**src/rtl/timer_pkg.sv**
```systemverilog
// Shared types and constants for the microwave timer digit receiver:
// debounce FSM states, the encoder's no-key code and active-low
// 7-segment patterns ordered {g,f,e,d,c,b,a}.
package timer_pkg;

    typedef enum logic [1:0] {
        IDLE     = 2'd0,
        DEBOUNCE = 2'd1,
        HELD     = 2'd2,
        RELEASE  = 2'd3
    } rx_state_t;

    localparam logic [3:0] NO_KEY = 4'hF;

    localparam logic [6:0] SEG_0     = 7'b1000000;
    localparam logic [6:0] SEG_1     = 7'b1111001;
    localparam logic [6:0] SEG_2     = 7'b0100100;
    localparam logic [6:0] SEG_3     = 7'b0110000;
    localparam logic [6:0] SEG_4     = 7'b0011001;
    localparam logic [6:0] SEG_5     = 7'b0010010;
    localparam logic [6:0] SEG_6     = 7'b0000010;
    localparam logic [6:0] SEG_7     = 7'b1111000;
    localparam logic [6:0] SEG_8     = 7'b0000000;
    localparam logic [6:0] SEG_9     = 7'b0010000;
    localparam logic [6:0] SEG_BLANK = 7'b1111111;

endpackage

```
**src/rtl/bcd_to_7seg.sv**
```systemverilog
// Combinational BCD digit to active-low 7-segment pattern {g,f,e,d,c,b,a}.
// Codes above 9 never reach this decoder; they show blank for safety.
module bcd_to_7seg
    import timer_pkg::*;
(
    input  logic [3:0] i_bcd,
    output logic [6:0] o_seg
);

    // Pattern lookup for one digit.
    always_comb begin
        o_seg = SEG_BLANK;
        case (i_bcd)
            4'd0:    o_seg = SEG_0;
            4'd1:    o_seg = SEG_1;
            4'd2:    o_seg = SEG_2;
            4'd3:    o_seg = SEG_3;
            4'd4:    o_seg = SEG_4;
            4'd5:    o_seg = SEG_5;
            4'd6:    o_seg = SEG_6;
            4'd7:    o_seg = SEG_7;
            4'd8:    o_seg = SEG_8;
            4'd9:    o_seg = SEG_9;
            default: o_seg = SEG_BLANK;
        endcase
    end

endmodule

```
**src/rtl/timer_digit_receiver.sv**
```systemverilog
// Keypad encoder receiver for the microwave timer: synchronizes and
// debounces the encoder digit, shifts accepted digits into a BCD MM:SS
// entry register and scans it onto a multiplexed active-low display.
// Optional build macro TIMER_RX_BLANK_EN enables leading-zero blanking.
//
// Handshake: the encoder is level based (dv=0 with code 0..9 means a key is
// down); this block emits digit_strobe for exactly one cycle per accepted
// press, on the same edge that digits changes. dbg_state mirrors the FSM.
module timer_digit_receiver
    import timer_pkg::*;
#(
    parameter int DEBOUNCE_CYCLES = 4,
    parameter int SCAN_DIV        = 1024
) (
    input  logic        clk,
    input  logic        rst_n,
    input  logic [3:0]  code,
    input  logic        dv,
    input  logic        load_en,
    input  logic        clear,
    output logic [15:0] digits,
    output logic        digit_strobe,
    output logic        time_valid,
    output logic [6:0]  seg,
    output logic [3:0]  an,
    output logic [1:0]  dbg_state
);

    localparam logic [7:0] DB_LAST   = 8'(DEBOUNCE_CYCLES);
    localparam bit         DB_ONE    = (DEBOUNCE_CYCLES == 1);
    localparam int         SCAN_CW   = $clog2(SCAN_DIV);
    localparam logic [SCAN_CW-1:0] SCAN_LAST = SCAN_CW'(SCAN_DIV - 1);

    logic [3:0]         r_code_s1, r_code_s2;
    logic               r_dv_s1, r_dv_s2;
    rx_state_t          r_state;
    logic [7:0]         r_cnt;
    logic [3:0]         r_ref;
    logic [15:0]        r_digits;
    logic               r_strobe;
    logic [SCAN_CW-1:0] r_scan_cnt;
    logic [1:0]         r_slot;
    logic [6:0]         r_seg;
    logic [3:0]         r_an;

    logic               w_key_valid;
    logic               w_same_key;
    logic [7:0]         w_cnt_inc;
    logic               w_accept;
    logic [3:0]         w_acc_digit;
    logic [3:0]         w_sel_digit;
    logic [6:0]         w_seg_raw;
    logic               w_blank;

    // Two-flop synchronizer; resets to the no-key condition.
    always_ff @(posedge clk or negedge rst_n) begin
        if (!rst_n) begin
            r_code_s1 <= NO_KEY;
            r_code_s2 <= NO_KEY;
            r_dv_s1   <= 1'b1;
            r_dv_s2   <= 1'b1;
        end else begin
            r_code_s1 <= code;
            r_code_s2 <= r_code_s1;
            r_dv_s1   <= dv;
            r_dv_s2   <= r_dv_s1;
        end
    end

    // Key qualification and the accept decision shared by FSM and datapath.
    always_comb begin
        w_key_valid = !r_dv_s2 && (r_code_s2 <= 4'd9);
        w_same_key  = w_key_valid && (r_code_s2 == r_ref);
        w_cnt_inc   = r_cnt + 8'd1;
        w_accept    = 1'b0;
        w_acc_digit = r_ref;
        case (r_state)
            IDLE: begin
                // With a one-cycle debounce the first valid cycle already accepts.
                w_accept    = DB_ONE && w_key_valid;
                w_acc_digit = r_code_s2;
            end
            DEBOUNCE: w_accept = w_same_key && (w_cnt_inc >= DB_LAST);
            default:  w_accept = 1'b0;
        endcase
    end

    // Debounce FSM: press debounce, hold (no auto-repeat), release debounce.
    always_ff @(posedge clk or negedge rst_n) begin
        if (!rst_n) begin
            r_state <= IDLE;
            r_cnt   <= 8'd0;
            r_ref   <= 4'd0;
        end else begin
            case (r_state)
                IDLE: begin
                    if (w_key_valid) begin
                        r_ref   <= r_code_s2;
                        r_cnt   <= 8'd1;
                        r_state <= DB_ONE ? HELD : DEBOUNCE;
                    end
                end
                DEBOUNCE: begin
                    if (w_same_key) begin
                        if (w_cnt_inc >= DB_LAST) r_state <= HELD;
                        else                      r_cnt   <= w_cnt_inc;
                    end else begin
                        r_state <= IDLE;
                    end
                end
                HELD: begin
                    if (!w_key_valid) begin
                        r_cnt   <= 8'd1;
                        r_state <= DB_ONE ? IDLE : RELEASE;
                    end
                end
                RELEASE: begin
                    if (w_key_valid) begin
                        r_state <= HELD;
                    end else if (w_cnt_inc >= DB_LAST) begin
                        r_state <= IDLE;
                    end else begin
                        r_cnt <= w_cnt_inc;
                    end
                end
                default: r_state <= IDLE;
            endcase
        end
    end

    // Entry register and strobe; clear overrides a coincident accept.
    always_ff @(posedge clk or negedge rst_n) begin
        if (!rst_n) begin
            r_digits <= 16'd0;
            r_strobe <= 1'b0;
        end else begin
            r_strobe <= 1'b0;
            if (clear) begin
                r_digits <= 16'd0;
            end else if (w_accept && load_en) begin
                r_digits <= {r_digits[11:0], w_acc_digit};
                r_strobe <= 1'b1;
            end
        end
    end

    // Scan timebase: slot advances once every SCAN_DIV cycles.
    always_ff @(posedge clk or negedge rst_n) begin
        if (!rst_n) begin
            r_scan_cnt <= '0;
            r_slot     <= 2'd0;
        end else if (r_scan_cnt == SCAN_LAST) begin
            r_scan_cnt <= '0;
            r_slot     <= r_slot + 2'd1;
        end else begin
            r_scan_cnt <= r_scan_cnt + 1'b1;
        end
    end

    // Digit selection and optional leading-zero blanking for the current slot.
    always_comb begin
        w_sel_digit = r_digits[r_slot*4 +: 4];
        w_blank     = 1'b0;
`ifdef TIMER_RX_BLANK_EN
        case (r_slot)
            2'd3:    w_blank = (r_digits[15:12] == 4'd0);
            2'd2:    w_blank = (r_digits[15:8]  == 8'd0);
            2'd1:    w_blank = (r_digits[15:4]  == 12'd0);
            default: w_blank = 1'b0;
        endcase
`else
        w_blank = 1'b0;
`endif
    end

    bcd_to_7seg u_dec (
        .i_bcd (w_sel_digit),
        .o_seg (w_seg_raw)
    );

    // Registered display drive so seg and an switch on the same edge.
    always_ff @(posedge clk or negedge rst_n) begin
        if (!rst_n) begin
            r_an  <= 4'b1110;
            r_seg <= SEG_0;
        end else begin
            r_an  <= ~(4'b0001 << r_slot);
            r_seg <= w_blank ? SEG_BLANK : w_seg_raw;
        end
    end

    assign digits       = r_digits;
    assign digit_strobe = r_strobe;
    assign time_valid   = (r_digits[7:4] <= 4'd5);
    assign seg          = r_seg;
    assign an           = r_an;
    assign dbg_state    = r_state;

endmodule
```
**config.mk**
```make
export PLATFORM = sky130hd
export DESIGN_NAME = timer_digit_receiver
export DESIGN_NICKNAME = d
export VERILOG_FILES = /design/src/rtl/timer_pkg.sv /design/src/rtl/bcd_to_7seg.sv /design/src/rtl/timer_digit_receiver.sv
export SDC_FILE = /design/constraint.sdc
export NUM_CORES = 1
export LEC_CHECK = 0
export CAP_MARGIN = 20
export CORE_ASPECT_RATIO = 0.5
export CORE_MARGIN = 2
export CORE_UTILIZATION = 41
export DETAILED_ROUTE_END_ITERATION = 6
export HOLD_SLACK_MARGIN = 0.12
export PLACE_DENSITY_LB_ADDON = 0.12
export REMOVE_ABC_BUFFERS = 1
export SYNTH_ARGS = -nofsm -noshare
export SYNTH_HDL_FRONTEND = slang
export SYNTH_HIERARCHICAL = 1
export SYNTH_SLANG_ARGS = --single-unit
```
**constraint.sdc**
```tcl
create_clock -name clk -period 2.6 [get_ports clk]
set_input_delay 0.52 -clock clk [delete_from_list [all_inputs] [get_ports clk]]
set_output_delay 0.52 -clock clk [all_outputs]
set_load 0.005 [all_outputs]
```
==> metrics.md, run 1 <==
| Metric | Value |
|---|---|
| WP data arrival | `2.32 ns` |
| Crit path max fanout | `17` |
| Distinct cells, synth | `43` |
| Area Growth Syn to Fin | `26.4%` |
| Logic gate share of total power | `0.140` |
| Largest net degree at the start of global routing | `65` |
| Critical path's slowest cell | `dfrtp_1` |
| I/O pins | `40` |
| Worst-skew pair later-pin latency | `0.33 ns` |
| Hold violation total from the final report | `0` |
| DRC viols | `0` |
| Post-cts resize count | `0` |
| Top cells by area, synth | `dfrtp_1, dfstp_2, mux2i_1` |
| Routed len/inst | `13.4 µm` |
| Worst reg-to-reg setup slack | `0.52 ns` |
| Worst Path Buf+Inv | `1` |
| WP data required | `2.85 ns` |
| Setup violators final | `0` |
| Psw | `0.671 mW` |
| Worst-case vdd ir drop | `0.465 mV` |
| Pre-CTS WS | `0.536 ns` |
| Initial antenna violation count | `0` |
| DP HPWL | `3.66 mm` |
| FF+latch count, synth | `64` |
| Min Tclk post-route | `2.08 ns` |
| Diodes inserted | `0` |
| Clock slew at reported path FFs | `0.05 ns` |
| RSZ-0062 raised after global routing | `no` |
| Vias in the first global route | `1924` |
| FILL cells | `571` |
| Share of layout cells above drive strength 1 | `0.158` |
| WL final | `5.23 mm` |
| Register area share after synthesis | `0.543` |
| Max incr delay on CP | `0.42 ns` |
| Core ar. | `6860 µm²` |
| Worst relative slew slack | `0.593` |
| Clock tree sinks | `64` |
| Pins Over Slew Limit | `0` |
| Clock buffers created by TritonCTS | `9` |
| Post-synth top area share | `0.419` |
| Cell Pwr Density | `737 nW/µm²` |
| Syn Area/Cell | `12.0 µm²` |
| Fin Setup TNS | `0 ns` |
| Num rows | `21` |
| Drt via density | `4.89` |
| Hold_buf cts | `0` |
| Worst Max-Slew Pin Slew | `0.608 ns` |
| Post-CTS Setup Bufs | `0` |
| Final setup skew | `0.00625 ns` |
| Mapped Area | `2980 µm²` |
| Post-synthesis instance total | `249` |
| CTS root buf | `clkbuf_16` |
| Die H | `64.3 µm` |
| Max-cap viol count | `0` |
| Final GP Congestion | `0.798` |
| Drt pass-1 iters | `4` |
| Longest Clk Path Bufs | `2` |
| Clock power frac | `0.445` |
| DIE WIDTH | `125 µm` |
| Setup crit start kind | `register` |
| Nets | `312` |
| Routed vias | `1903` |
| H-Tree Level Count | `3` |
| Routed Antenna Nets | `0` |
| Top delay family on crit path | `compound AO/OA/AOI/OAI gates` |
| Crit path capture type | `register` |
| P_leak | `1.57 nW` |
| Die area | `8020 µm²` |
| Starting Density | `0.435` |
| HP Class | `primary input to async pin` |
| First-pass GRT wire length | `9.33 mm` |
| Leading area contributor after synthesis | `dfrtp_1` |
| Switching Fraction | `0.242` |
| Global Route Usage Sum | `0.151` |
| CTS tree | `built` |
| Seq pwr share | `0.415` |
| Final worst setup slack | `0.524 ns` |
| Final Total Pwr | `2.78 mW` |
| Worst path cell trace | `ha_1 > and2_0 > a21o_1 > a22o_1 > a21oi_4 > buf_4 > mux2i_1` |
| Total gr overflow | `0` |
| Fin crit share | `0.798` |
| Critical path class | `register to register` |
| # port buffers | `39` |
| Int Power | `2.11 mW` |
| Iter 0 DRT Violations | `98` |
| Yosys warns | `6` |
| Run status | `finished, final reports clean` |
| Fmax | `482 MHz` |
[layer usage]
metal	up-vias	wire, µm	track usage	share of wire
met5	-	0	0	0
met4	0	41	0.0463	0.0078
met3	7	239	0.0662	0.046
met2	24	2430	0.236	0.47
met1	933	2510	0.190	0.48
li1	939	-	-	-
[worst reg2reg max path, stage by stage (launching register included)]
cell	delay (ns)
dfrtp_1	0.42
ha_1	0.26
and2_0	0.16
a21o_1	0.17
a22o_1	0.28
a21oi_4	0.16
buf_4	0.30
mux2i_1	0.24
[synthesized netlist by cell type (all sizes together)]
library cell,number
and3,3
a21o,7
a21oi,6
a311oi,1
o311a,1
nand2b,20
o21ai,13
a21boi,7
mux2,5
nand3,8
ha,11
and4,2
dfrtp,50
a22o,1
buf,4
o31ai,1
a311o,1
or2,1
xnor2,4
inv,12
nor2b,2
mux4,4
dfstp,14
nor2,17
or2b,1
nor4,1
and2,3
nor3,1
xor2,8
nand2,13
o22a,1
or3,1
clkbuf,5
mux2i,16
a211oi,2
a31oi,2
[metrics by stage]
stage	utilization	hold WS [ns]	cells	instance area (µm²)
finish	0.550	0.182	389	3770
global route	0.550	0.214	389	3770
CTS	0.550	0.197	389	3770
detailed placement	0.503	0.347	373	3450
global placement	0.503	0.346	373	3450
floorplan	-	0.224	240	2920
[final cells by class]
type	instances	area, µm²	area share
multi-input combinational	164	1260	0.334
timing repair buffer	41	413	0.110
tap	92	115	0.0305
clock buffer	14	284	0.0753
clock inverter	2	35.0	0.00929
inverter	12	45.0	0.0119
sequential	64	1620	0.429
[registers in the layout, summed over array words and instances (netlist names), 4 cells and up]
register	flops
r_cnt	8
r_ref	4
r_scan_cnt	10
an	4
r_code_s2	4
digits	16
seg	7
r_code_s1	4
[cells in the final DEF, fill, tap and decap left out, types with 2 or more instances in the layout]
| cell | count |
|---|---|
| clkdlybuf4s50_1 | 38 |
| xor2_1 | 8 |
| dfrtp_1 | 50 |
| dfstp_2 | 14 |
| a211oi_1 | 2 |
| nand3_1 | 7 |
| and3_1 | 2 |
| inv_1 | 12 |
| mux2_2 | 5 |
| o21ai_0 | 13 |
| mux4_2 | 4 |
| a21oi_1 | 4 |
| xnor2_1 | 4 |
| nor2_1 | 17 |
| nand2_1 | 13 |
| a31oi_1 | 2 |
| a21o_1 | 7 |
| a21boi_0 | 7 |
| nor2b_1 | 2 |
| clkbuf_8 | 4 |
| clkbuf_16 | 9 |
| mux2i_1 | 16 |
| nand2b_1 | 20 |
| and2_1 | 2 |
| ha_1 | 11 |
| and4_1 | 2 |
[cells by family after synthesis]
family / Yosys count / synth area share
and+or+nand+nor: 73 / 0.135
DFF: 64 / 0.543
AOI/OAI and AO/OA: 43 / 0.103
muxes: 25 / 0.103
buffers and inverters: 21 / 0.0352
xor gates and xnor gates: 12 / 0.0352
adders and majority gates: 11 / 0.0461
[final timing paths]
| kind | start | endpoint | depth (start not counted) |
|---|---|---|---|
| setup / recovery | r_cnt[0]$_DFFE_PN0P_ | digits[8]$_DFFE_PN0P_ | 7 |
| hold / removal | rst_n | r_slot[1]$_DFFE_PN0N_ | 2 |
| setup reg to reg | r_cnt[0]$_DFFE_PN0P_ | digits[8]$_DFFE_PN0P_ | 7 |
| hold reg to reg | r_code_s1[1]$_DFF_PN1_ | r_code_s2[1]$_DFF_PN1_ | 0 |
| max in group asynchronous | rst_n | seg[6]$_DFF_PN1_ | 2 |
| min in group clk | r_code_s1[1]$_DFF_PN1_ | r_code_s2[1]$_DFF_PN1_ | 0 |
[power groups by stage]
stage / combinational, mW / sequential (mW) / clock, mW
after floorplan: 0.278 / 1.15 / 0
after global placement: 0.388 / 1.17 / 0
after detailed placement: 0.395 / 1.17 / 0
after CTS: 0.398 / 1.15 / 1.27
after global routing: 0.439 / 1.17 / 1.32
final: 0.388 / 1.15 / 1.24
(Power assumes the default switching activity.)
==> run 2: changes to the inputs <==
==> constraint.sdc (replaced) <==
create_clock -name clk -period 2 [get_ports clk]
set_input_delay 0.4 -clock clk [delete_from_list [all_inputs] [get_ports clk]]
set_output_delay 0.4 -clock clk [all_outputs]
set_load 0.005 [all_outputs]
==> metrics.md, run 2 (same netlist as run 1, synthesis figures left out) <==
| Metric | Value |
|---|---|
| Final setup skew | `0.00712 ns` |
| Run status | `finished, final reports clean` |
| FILL cells | `584` |
| I/O pins | `40` |
| Hold violation total from the final report | `0` |
| Pins Over Slew Limit | `0` |
| Critical path class | `register to register` |
| Vias in the first global route | `1986` |
| Worst relative slew slack | `0.610` |
| Largest net degree at the start of global routing | `26` |
| Final Cell Area | `3840 µm²` |
| Worst-skew pair later-pin latency | `0.32 ns` |
| Longest Clk Path Bufs | `2` |
| Final worst setup slack | `0.0987 ns` |
| CTS root buf | `clkbuf_16` |
| Clock buffers created by TritonCTS | `9` |
| First-pass GRT wire length | `9.23 mm` |
| Crit path max fanout | `10` |
| Worst reg-to-reg setup slack | `0.1 ns` |
| Worst-case vdd ir drop | `0.375 mV` |
| # port buffers | `39` |
| Pre-CTS WS | `0.0497 ns` |
| Worst Max-Slew Pin Slew | `0.583 ns` |
| Fmax | `526 MHz` |
| Drt via density | `4.83` |
| P_leak | `1.59 nW` |
| Clock slew at reported path FFs | `0.05 ns` |
| Share of layout cells above drive strength 1 | `0.178` |
| Num rows | `21` |
| Max reg flops | `16` |
| Iter 0 DRT Violations | `110` |
| Diodes inserted | `0` |
| Core ar. | `6860 µm²` |
| WP data required | `2.20 ns` |
| Setup violators final | `0` |
| H-Tree Level Count | `3` |
| Total gr overflow | `0` |
| Starting Density | `0.435` |
| Die area | `8020 µm²` |
| Clock tree sinks | `64` |
| Routed vias | `1913` |
| HP Class | `register to register` |
| CTS tree | `built` |
| Final GP Congestion | `0.790` |
| Routed len/inst | `13.6 µm` |
| Setup crit start kind | `register` |
| Drt pass-1 iters | `4` |
| Crit path capture type | `register` |
| Global Route Usage Sum | `0.150` |
| Hold Slack | `0.352 ns` |
| Cell Pwr Density | `895 nW/µm²` |
| DIE WIDTH | `125 µm` |
| Routed Antenna Nets | `0` |
| Max-cap viol count | `0` |
| Most frequent cells in the layout | `dfrtp_1, clkdlybuf4s50_1, nand2b_1, nor2_1, mux2i_1` |
| Area Growth Syn to Fin | `28.6%` |
| Nets | `319` |
| Die H | `64.3 µm` |
| Min Tclk post-route | `1.90 ns` |
| WP data arrival | `2.10 ns` |
| WL final | `5.39 mm` |
| Placed cell area | `3500 µm²` |
| Fin crit share | `0.951` |
| DP HPWL | `3.86 mm` |
| DRC viols | `0` |
| Initial antenna violation count | `0` |
| Commonest non-fill, non-tap cell in the layout | `dfrtp_1` |
-- run 2: path summary, 6_finish.rpt --
| path | startpoint | to | cells after the start |
|---|---|---|---|
| worst max-delay path | r_code_s2[2]$_DFF_PN1_ | r_cnt[1]$_DFFE_PN0P_ | 5 |
| worst min-delay path | r_code_s1[3]$_DFF_PN1_ | r_code_s2[3]$_DFF_PN1_ | 0 |
| worst max register to register | r_code_s2[2]$_DFF_PN1_ | r_cnt[1]$_DFFE_PN0P_ | 5 |
| worst min register to register | r_code_s1[3]$_DFF_PN1_ | r_code_s2[3]$_DFF_PN1_ | 0 |
| max in group asynchronous | rst_n | seg[6]$_DFF_PN1_ | 3 |
| min in group asynchronous | rst_n | r_slot[0]$_DFFE_PN0N_ | 2 |
-- run 2: repair_timing --
| item | 4_1_cts | 5_1_grt |
|---|---|---|
| hold buffers | 1 | 0 |
| resized for setup | 0 | 7 |
| endpoints found under the hold margin | 14 | 0 |
| endpoints found under the setup margin | 0 | 24 |
| setup buffers | 0 | 0 |
-- run 2: critical path, cell delays in order, from the launching register on --
cell and delay, ns:
dfstp_2 0.55, xor2_1 0.24, nor4_4 0.09, o311a_4 0.36, and3_4 0.20, a311o_1 0.34
-- run 2: routing by layer --
metal,up-vias,global-route usage,wire length [µm]
met3,7,0.0561,197
met5,-,0,0
met2,31,0.227,2490
met4,0,0.0646,61
li1,948,-,-
met1,927,0.193,2630
-- run 2: cell type report --
| type | instances | area (µm²) | area share |
|---|---|---|---|
| repair buffers | 48 | 498 | 0.130 |
| flip-flops and latches | 64 | 1620 | 0.422 |
| clock buffers | 15 | 258 | 0.0672 |
| inverters | 12 | 45.0 | 0.0117 |
| multi-input cells | 164 | 1300 | 0.338 |
| clock inverters | 1 | 5.00 | 0.00130 |
| well taps | 92 | 115 | 0.0300 |
-- run 2: power by group --
group / switching [mW] / internal (mW)
clock network: 0.498 / 0.870
logic: 0.284 / 0.291
registers: 0.102 / 1.39
total: 0.883 / 2.55
-- run 2: through the flow --
stage	instances	TNS, ns	util	total power [mW]
final	396	0	0.559	3.43
after global routing	396	-0.0282	0.559	3.63
after CTS	395	0	0.550	3.45
after detailed placement	378	0	0.510	2.06
after global placement	378	0	0.510	2.04
after floorplan	240	-0.423	-	1.85
==> run 3: changes to the inputs <==
--- a/config.mk
+++ b/config.mk
@@ -11,7 +11,7 @@
 export CORE_UTILIZATION = 41
 export DETAILED_ROUTE_END_ITERATION = 6
 export HOLD_SLACK_MARGIN = 0.12
-export PLACE_DENSITY_LB_ADDON = 0.12
+export PLACE_DENSITY_LB_ADDON = 0.08
 export REMOVE_ABC_BUFFERS = 1
 export SYNTH_ARGS = -nofsm -noshare
 export SYNTH_HDL_FRONTEND = slang
==> metrics.md, run 3 (same netlist as run 1, synthesis figures left out) <==
| Metric | Value |
|---|---|
| Int Power | `2.80 mW` |
| Worst-case vdd ir drop | `0.410 mV` |
| Worst relative slew slack | `0.577` |
| Setup crit start kind | `register` |
| Clock slew at reported path FFs | `0.05 ns` |
| Routed len/inst | `14.3 µm` |
| Die H | `64.3 µm` |
| Pre-CTS WS | `0.0325 ns` |
| Hold violation total from the final report | `0` |
| Most frequent cells in the layout | `dfrtp_1, clkdlybuf4s50_1, nand2b_1, nor2_1, mux2i_1` |
| Clock power frac | `0.444` |
| Setup violators final | `0` |
| WP data required | `2.20 ns` |
| Starting Density | `0.435` |
| P_leak | `1.63 nW` |
| DP Cell Count | `377` |
| # port buffers | `39` |
| Hold Slack | `0.355 ns` |
| Worst-skew pair later-pin latency | `0.32 ns` |
| Num rows | `21` |
| Global Route Usage Sum | `0.153` |
| Core ar. | `6860 µm²` |
| DRC viols | `0` |
| Drt pass-1 iters | `4` |
| Fin cells | `397` |
| Area Growth Syn to Fin | `31.4%` |
| CTS root buf | `clkbuf_16` |
| FILL cells | `567` |
| WL final | `5.70 mm` |
| Clock tree sinks | `64` |
| Psw | `0.901 mW` |
| DIE WIDTH | `125 µm` |
| Max reg flops | `16` |
| Logic gate share of total power | `0.150` |
| Final setup skew | `0.00537 ns` |
| Drt via density | `4.95` |
| Diodes inserted | `0` |
| First-pass GRT wire length | `9.49 mm` |
| Final Total Pwr | `3.70 mW` |
| Pins Over Slew Limit | `0` |
| Die area | `8020 µm²` |
| Seq pwr share | `0.406` |
| Min Tclk post-route | `1.91 ns` |
| Fin crit share | `0.953` |
| Final worst setup slack | `0.0947 ns` |
| Switching Fraction | `0.243` |
| Run status | `finished, final reports clean` |
| Fmax | `525 MHz` |
| Clock buffers created by TritonCTS | `9` |
| Share of layout cells above drive strength 1 | `0.187` |
| Total gr overflow | `0` |
| Util after Layout | `0.572` |
| Commonest non-fill, non-tap cell in the layout | `dfrtp_1` |
| Final GP Congestion | `0.815` |
| Max-cap viol count | `0` |
| Initial antenna violation count | `0` |
| Longest Clk Path Bufs | `2` |
| HP Class | `register to register` |
| H-Tree Level Count | `3` |
| Routed vias | `1967` |
| Largest net degree at the start of global routing | `26` |
| WP data arrival | `2.11 ns` |
| Routed Antenna Nets | `0` |
| Crit path max fanout | `10` |
| Vias in the first global route | `1999` |
| Nets | `320` |
| DP HPWL | `4.01 mm` |
| Worst Max-Slew Pin Slew | `0.633 ns` |
| Crit path capture type | `register` |
| I/O pins | `40` |
| CTS tree | `built` |
| Iter 0 DRT Violations | `100` |
| Critical path class | `register to register` |
| Cell Pwr Density | `944 nW/µm²` |
[run 3: timing repair]
action / in CTS / in global routing
hold buffers: 1 / 0
buffers inserted: 0 / 1
resized for setup: 0 / 10
endpoints found under the setup margin: 0 / 26
hold endpoints to repair: 8 / 0
[run 3: worst max-delay path, stage by stage, from the launching register on]
cell     delay [ns]
dfstp_2        0.55
xor2_1         0.24
nor4_4         0.10
o311a_4        0.36
and3_4         0.20
a311o_1        0.35
[run 3: power groups by stage]
stage | Clock (mW) | Combinational (mW) | Sequential, mW
finish | 1.64 | 0.555 | 1.50
global route | 1.73 | 0.620 | 1.53
CTS | 1.68 | 0.533 | 1.49
detailed placement | 0 | 0.527 | 1.51
global placement | 0 | 0.520 | 1.51
floorplan | 0 | 0.361 | 1.49
[run 3: final cells by class]
class                   count  area, µm²  share of cell area
clock buffers              13        250              0.0638
clock inverters             3       65.1              0.0166
inverters                  12       45.0              0.0115
multi-input cells         164       1300               0.332
flip-flops and latches     64       1620               0.413
well taps                  92        115              0.0294
repair buffers             49        523               0.133
[run 3: routing by layer]
layer | up-vias | GRT usage | wire (µm)
met3 | 4 | 0.0528 | 208
met4 | 0 | 0.0520 | 54
met1 | 988 | 0.193 | 2600
met5 | - | 0 | 0
met2 | 30 | 0.249 | 2830
li1 | 945 | - | -
[run 3: worst paths after layout]
| path | start | to | slack, ns | cells past startpoint |
|---|---|---|---|---|
| min in group asynchronous | rst_n | an[0]$_DFF_PN0_ | 0.56 | 2 |
| setup / recovery | r_code_s2[0]$_DFF_PN1_ | r_cnt[1]$_DFFE_PN0P_ | 0.09 | 5 |
| max in group asynchronous | rst_n | an[3]$_DFF_PN1_ | 0.81 | 3 |
| setup reg to reg | r_code_s2[0]$_DFF_PN1_ | r_cnt[1]$_DFFE_PN0P_ | 0.09 | 5 |
| hold / removal | r_code_s1[2]$_DFF_PN1_ | r_code_s2[2]$_DFF_PN1_ | 0.35 | 0 |
| hold reg to reg | r_code_s1[2]$_DFF_PN1_ | r_code_s2[2]$_DFF_PN1_ | 0.35 | 0 |
[run 3: through the flow]
step,setup TNS (ns),area [µm²]
after global placement,0,3490
final,0,3920
after floorplan,-0.423,2920
after detailed placement,0,3490
after global routing,-0.0678,3920
after CTS,0,3820
